==> config.mk <==
export PLATFORM = sky130hd
export DESIGN_NAME = ball_flight_ctrl
export DESIGN_NICKNAME = d
export VERILOG_FILES = /design/src/rtl/foosball_pkg.sv /design/src/rtl/step_divider.sv /design/src/rtl/ball_flight_ctrl.sv
export SDC_FILE = /design/constraint.sdc
export NUM_CORES = 1
export LEC_CHECK = 0
export CAP_MARGIN = 20
export CELL_PAD_IN_SITES_DETAIL_PLACEMENT = 0
export CELL_PAD_IN_SITES_GLOBAL_PLACEMENT = 1
export CORE_UTILIZATION = 35
export CTS_CLUSTER_DIAMETER = 40
export DETAILED_ROUTE_END_ITERATION = 8
export MAX_ROUTING_LAYER = met4
export PLACE_DENSITY_LB_ADDON = 0.1
export SETUP_SLACK_MARGIN = 0.4
export SLEW_MARGIN = 20
export SYNTH_ARGS = -nofsm -noshare
export SYNTH_HDL_FRONTEND = slang
export SYNTH_SLANG_ARGS = --single-unit
==> constraint.sdc <==
create_clock -name CLK -period 1.97 [get_ports CLK]
set_input_delay 0.394 -clock CLK [delete_from_list [all_inputs] [get_ports CLK]]
set_output_delay 0.394 -clock CLK [all_outputs]
set_load 0.03 [all_outputs]
==> src/rtl/foosball_pkg.sv <==
// Shared types and constants for the foosball ball-flight controller.
package foosball_pkg;

    localparam int unsigned ScoreW           = 4;
    localparam int unsigned CoordW           = 11;
    localparam int unsigned GoalLeftDefault  = 100;
    localparam int unsigned GoalRightDefault = 600;

    typedef enum logic [2:0] {
        StIdle     = 3'd0,
        StServe    = 3'd1,
        StFlight   = 3'd2,
        StGoalHold = 3'd3,
        StGameOver = 3'd4
    } state_e;

    function automatic logic [ScoreW-1:0] sat_inc(input logic [ScoreW-1:0] s,
                                                  input logic [ScoreW-1:0] lim);
        return (s >= lim) ? lim : s + 1'b1;
    endfunction

endpackage

==> src/rtl/step_divider.sv <==
// Counts tick pulses and emits a registered one-cycle strobe on every FRAMES-th tick.
module step_divider #(
    parameter int unsigned FRAMES = 1
) (
    input  logic CLK,
    input  logic RESETn,
    input  logic clear,
    input  logic tick,
    output logic strobe
);

    localparam logic [3:0] Last = 4'(FRAMES - 1);

    logic [3:0] cnt_q;
    logic       strobe_q;

    always_ff @(posedge CLK or negedge RESETn) begin
        if (!RESETn) begin
            cnt_q    <= '0;
            strobe_q <= 1'b0;
        end else begin
            strobe_q <= 1'b0;
            if (clear) begin
                cnt_q <= '0;
            end else if (tick) begin
                if (cnt_q == Last) begin
                    cnt_q    <= '0;
                    strobe_q <= 1'b1;
                end else begin
                    cnt_q <= cnt_q + 4'd1;
                end
            end
        end
    end

    assign strobe = strobe_q;

endmodule

==> src/rtl/ball_flight_ctrl.sv <==
// Rally sequencing for one ball: serve, paced flight with bounces, goal hold and scoring.
module ball_flight_ctrl
    import foosball_pkg::*;
#(
    parameter int unsigned FRAMES_PER_STEP = 1,
    parameter int unsigned GOAL_LEFT_X     = GoalLeftDefault,
    parameter int unsigned GOAL_RIGHT_X    = GoalRightDefault,
    parameter int unsigned HOLD_FRAMES     = 60,
    parameter int unsigned WIN_SCORE       = 9
) (
    input  logic              CLK,
    input  logic              RESETn,
    input  logic              start_of_frame,
    input  logic              serve_req,
    input  logic              hit_rod,
    input  logic              hit_wall_y,
    input  logic [CoordW-1:0] ball_x,
    output logic              step_en,
    output logic              x_dir,
    output logic              y_dir,
    output logic              mover_rst_n,
    output logic [ScoreW-1:0] score_left,
    output logic [ScoreW-1:0] score_right,
    output logic [2:0]        state,
    output logic              game_over
);

    localparam logic [CoordW-1:0] GoalL = CoordW'(GOAL_LEFT_X);
    localparam logic [CoordW-1:0] GoalR = CoordW'(GOAL_RIGHT_X);
    localparam logic [ScoreW-1:0] Win   = ScoreW'(WIN_SCORE);
    localparam logic [7:0]        Hold  = 8'(HOLD_FRAMES);

    state_e            state_q, state_d;
    logic [ScoreW-1:0] score_left_q, score_right_q;
    logic [7:0]        hold_q;
    logic              x_dir_q, y_dir_q, mover_rst_n_q, game_over_q;
    logic              conceded_left_q;
    logic              div_strobe;
    logic              goal_left, goal_right;

    assign goal_left  = (ball_x <= GoalL);
    assign goal_right = (ball_x >= GoalR);

    step_divider #(
        .FRAMES(FRAMES_PER_STEP)
    ) u_step_divider (
        .CLK   (CLK),
        .RESETn(RESETn),
        .clear (state_q != StFlight),
        .tick  (start_of_frame),
        .strobe(div_strobe)
    );

    always_comb begin
        state_d = state_q;
        unique case (state_q)
            StIdle:     if (serve_req) state_d = StServe;
            StServe:    state_d = StFlight;
            StFlight:   if (goal_left || goal_right) state_d = StGoalHold;
            StGoalHold: begin
                if (hold_q == 8'd0) begin
                    state_d = (score_left_q == Win || score_right_q == Win) ? StGameOver
                                                                           : StServe;
                end
            end
            StGameOver: if (serve_req) state_d = StServe;
            default:    state_d = StIdle;
        endcase
    end

    always_ff @(posedge CLK or negedge RESETn) begin
        if (!RESETn) begin
            state_q         <= StIdle;
            score_left_q    <= '0;
            score_right_q   <= '0;
            hold_q          <= '0;
            x_dir_q         <= 1'b0;
            y_dir_q         <= 1'b0;
            mover_rst_n_q   <= 1'b0;
            game_over_q     <= 1'b0;
            conceded_left_q <= 1'b0;
        end else begin
            state_q       <= state_d;
            mover_rst_n_q <= !(state_d == StServe ||
                               (state_d == StGoalHold && state_q != StGoalHold));
            game_over_q   <= (state_d == StGameOver);
            unique case (state_q)
                StFlight: begin
                    // A goal wins over any bounce arriving in the same cycle.
                    if (goal_left) begin
                        score_right_q   <= sat_inc(score_right_q, Win);
                        conceded_left_q <= 1'b1;
                        hold_q          <= Hold;
                    end else if (goal_right) begin
                        score_left_q    <= sat_inc(score_left_q, Win);
                        conceded_left_q <= 1'b0;
                        hold_q          <= Hold;
                    end else begin
                        if (hit_rod)    x_dir_q <= ~x_dir_q;
                        if (hit_wall_y) y_dir_q <= ~y_dir_q;
                    end
                end
                StGoalHold: if (hold_q != 8'd0 && start_of_frame) hold_q <= hold_q - 8'd1;
                StGameOver: begin
                    if (serve_req) begin
                        score_left_q  <= '0;
                        score_right_q <= '0;
                    end
                end
                default: ;
            endcase
            // Serve launches the ball toward whoever conceded last.
            if (state_d == StServe) begin
                x_dir_q <= conceded_left_q;
                y_dir_q <= 1'b0;
            end
        end
    end

    assign step_en     = div_strobe && (state_q == StFlight);
    assign x_dir       = x_dir_q;
    assign y_dir       = y_dir_q;
    assign mover_rst_n = mover_rst_n_q;
    assign score_left  = score_left_q;
    assign score_right = score_right_q;
    assign state       = state_q;
    assign game_over   = game_over_q;

endmodule

==> out/metrics.yaml <==
run_status:
  run_status: "finished with violations"
  violations: "setup timing"
route:
  remaining_drc_errors: 0
  ratio_of_routed_vias_to_standard_cells: 5.01
  drtPass1Iterations: 4
  post_detailed_routing_wire_length_mm: 4.01
  detailedRoute.firstIterationViolations: 40
  post_drt_wl_per_cell_um: 13.6
  detailroute.via_count: 1482
  final_antenna_net_count: 0
synthesis:
  post_synthesis_cell_area_um2: 1590
  synth_seq_area_share_pct: 45.7
  synthCells: 165
  async_set_or_reset_register_ratio_after_synthesis_pct: 100
  netlist_top_cells_area: "sky130_fd_sc_hd__dfrtp_1 (46%), sky130_fd_sc_hd__ha_1 (7.1%), sky130_fd_sc_hd__o21ai_0 (4.7%)"
  yosys_warnings: 0
  ys_types: 42
  synth_nets: 191
  synth_top_area_cell: "sky130_fd_sc_hd__dfrtp_1"
  synth-edff-count: 0
  synth.top_cell.area_share_pct: 45.7
  post_synth.cell_area_avg_um2: 9.62
  main_flop_type_after_synthesis: "sky130_fd_sc_hd__dfrtp_1"
  total_of_flip_flops_plus_latches_after_synthesis: 29
critical_path:
  worst_path_max_delay_cell: "sky130_fd_sc_hd__or4_4"
  required_time_reported_for_the_critical_path_endpoint_ns: 2.14
  critical_path_arrival_ns: 2.16
  cp-end-kind: "flip-flop"
  crit_type: "flip-flop to flip-flop"
  crit_path_cell_trace: "or4_4 > a2111o_1 > a22oi_2 > a21oi_2 > mux2_4"
  critPathLaunchType: "flip-flop"
  worst-path-max-fanout: 3
  critical-path-max-stage-delay_ns: 0.57
grt:
  antenna_found_initial: 0
  grt_first_pass_wirelength_mm: 6.84
  number_of_global_route_vias_before_repair: 1510
  grtUsageTotal_pct: 18.2
  grt_start_max_net_pins: 30
  gr-total-overflow: 0
timing:
  max_slew_margin_pct: 69.7
  tightest_slew_ns: 0.451
  drv_slew: 0
  grt_setup_unrepaired: "yes"
  fin_skew_ns: 0.00574
  final_setup_violation_count: 1
  finalWorstPathRequiredPeriod_ns: 1.98
  clock.fmax_ghz: 0.504
  postLayoutSetupSlackWorst_ns: -0.0134
  final-hold-violation-count: 0
  finalCritPeriodShare_pct: 101
clocking:
  h-tree-depth: 2
  tritoncts: "done"
  clock-sinks: 29
  clock-root-buffer: "sky130_fd_sc_hd__clkbuf_8"
  clkLatencyLatePin_ns: 0.29
  cts.reportedPaths.clkPinSlew_ns: 0.07
  cts_made_buffers: 5
  cts_hold_buf: 0
  ctsLongestPathBuffers: 2
power_and_ir_drop:
  power.leakage_nw: 1.14
  report.power.total_mw: 2.97
  worst_ir_drop_vdd_mv: 0.617
  power_density_nw_per_um2: 1170
placed_design:
  gpl.final_weighted_congestion: 0.813
  place.detailed.instances: 269
  io_buffer_count: 32
  place.detailed.hpwl_mm: 2.79
  dp_worst_setup_slack_ns: -0.233
finish:
  multiInputGateArea_um2: 950
  final_common_cell: "sky130_fd_sc_hd__buf_4"
  nNetsFinal: 269
  final-seq-area_um2: 733
  commonest_cells_after_routing_fill_and_taps_aside: "sky130_fd_sc_hd__buf_4 (33), sky130_fd_sc_hd__dfrtp_1 (23), sky130_fd_sc_hd__nand2_1 (16)"
  stdcell_count: 296
  layout-drive-gt1-share_pct: 37.7
  antenna-diode-count: 0
  area.growth.synth_to_final_pct: 60.0
  final_core_util_pct: 58.3
  fillCellCount: 371
floorplan:
  floorplan.io_pins: 33
  die_x_um: 69.3
  initial_utilization_pct: 36.4
  core_region_area_um2: 4350
  floorplan.rows: 24
  design.die.area_um2: 4810
  die_h_um: 69.3
run:
  max-cap-violations: 0
min_path:
  class_of_the_tightest_hold_or_removal_check: "primary input to asynchronous set/reset pin"
==> area by class of cell <==
cell class	count	area share, %
multi-input combinational	126	37.4
sequential	29	28.9
timing repair buffer	72	24.5
clock buffer	5	2.71
clock inverter	3	2.56
tap	52	2.56
inverter	9	1.33
==> path summary, 6_finish.rpt <==
path / startpoint / endpoint / slack, ns / cells past startpoint
max reg2reg: hold_q[6] / x_dir / -0.01 / 5
min reg2reg: hold_q[0] / hold_q[0] / 0.49 / 1
min: RESETn / score_right[0] / 0.49 / 2
max in group asynchronous: RESETn / score_left[0] / 1.18 / 2
max: hold_q[6] / x_dir / -0.01 / 5
min in group CLK: hold_q[0] / hold_q[0] / 0.49 / 1
==> where the power goes <==
group	internal (mW)	switching (mW)
Combinational	0.632	0.700
Sequential	0.761	0.125
Clock	0.502	0.247
Total	1.89	1.07
==> kinds of logic after synthesis <==
logic type	Yosys count	synth area share, %
simple gates	72	23.5
fa+ha+maj	9	7.10
mux	2	1.58
xor+xnor	9	4.97
buf+inv	10	2.37
compound gates	34	14.7
flops	29	45.7
==> cell usage after synthesis (all sizes together) (2+ instances only) <==
cell    count
inv         9
o21ai      15
xor2        2
a21o        2
ha          9
nor2b       3
nand3b      4
nand2      19
nor4        2
nor2       17
dfrtp      29
o211ai      2
a21oi       4
nand3       3
nand4       3
nand2b      3
xnor2       7
nor3b       2
and2        3
a41oi       2
nor3        5
==> worst max-delay path: cells and delay by family (launching register included) <==
kind             cells  cell delay, ns
AO/OA/AOI/OAI        3            0.62
flip-flops           1            0.39
multiplexers         1            0.30
AND/OR/NAND/NOR      1            0.57
==> state kept, by name, summed over array words and instances, names as in the netlist <==
register and flops:
u_step_divider.strobe 1, score_left 4, mover_rst_n 1, state 3, y_dir 1, u_step_divider.cnt_q 4, conceded_left_q 1, hold_q 8
x_dir 1, game_over 1, score_right 4
==> metrics by stage <==
stage               cell area, um^2  hold WS [ns]  TNS [ns]
global placement               2150         0.495    -0.873
detailed placement             2150         0.501     -1.12
CTS                            2420         0.496         0
finish                         2540         0.488   -0.0134
global route                   2540         0.533   -0.0871
floorplan                      1620        0.0984         0
==> repair_timing <==
| item | CTS | global route |
|---|---|---|
| resized for setup | 44 | 38 |
| setup endpoints to repair | 37 | 27 |
| buffers inserted | 11 | 8 |
| pin swaps | 9 | 8 |
==> per-layer routing <==
metal / up-vias / global-route usage, % / part of all wire (%) / wire length (um)
li1: 742 / - / - / -
met3: 6 / 4.94 / 3.9 / 157
met5: - / - / 0 / 0
met2: 28 / 27.9 / 47 / 1870
met4: 0 / 6.12 / 1.2 / 48
met1: 706 / 23.4 / 48 / 1940
Power figures use the tool's default switching activity.
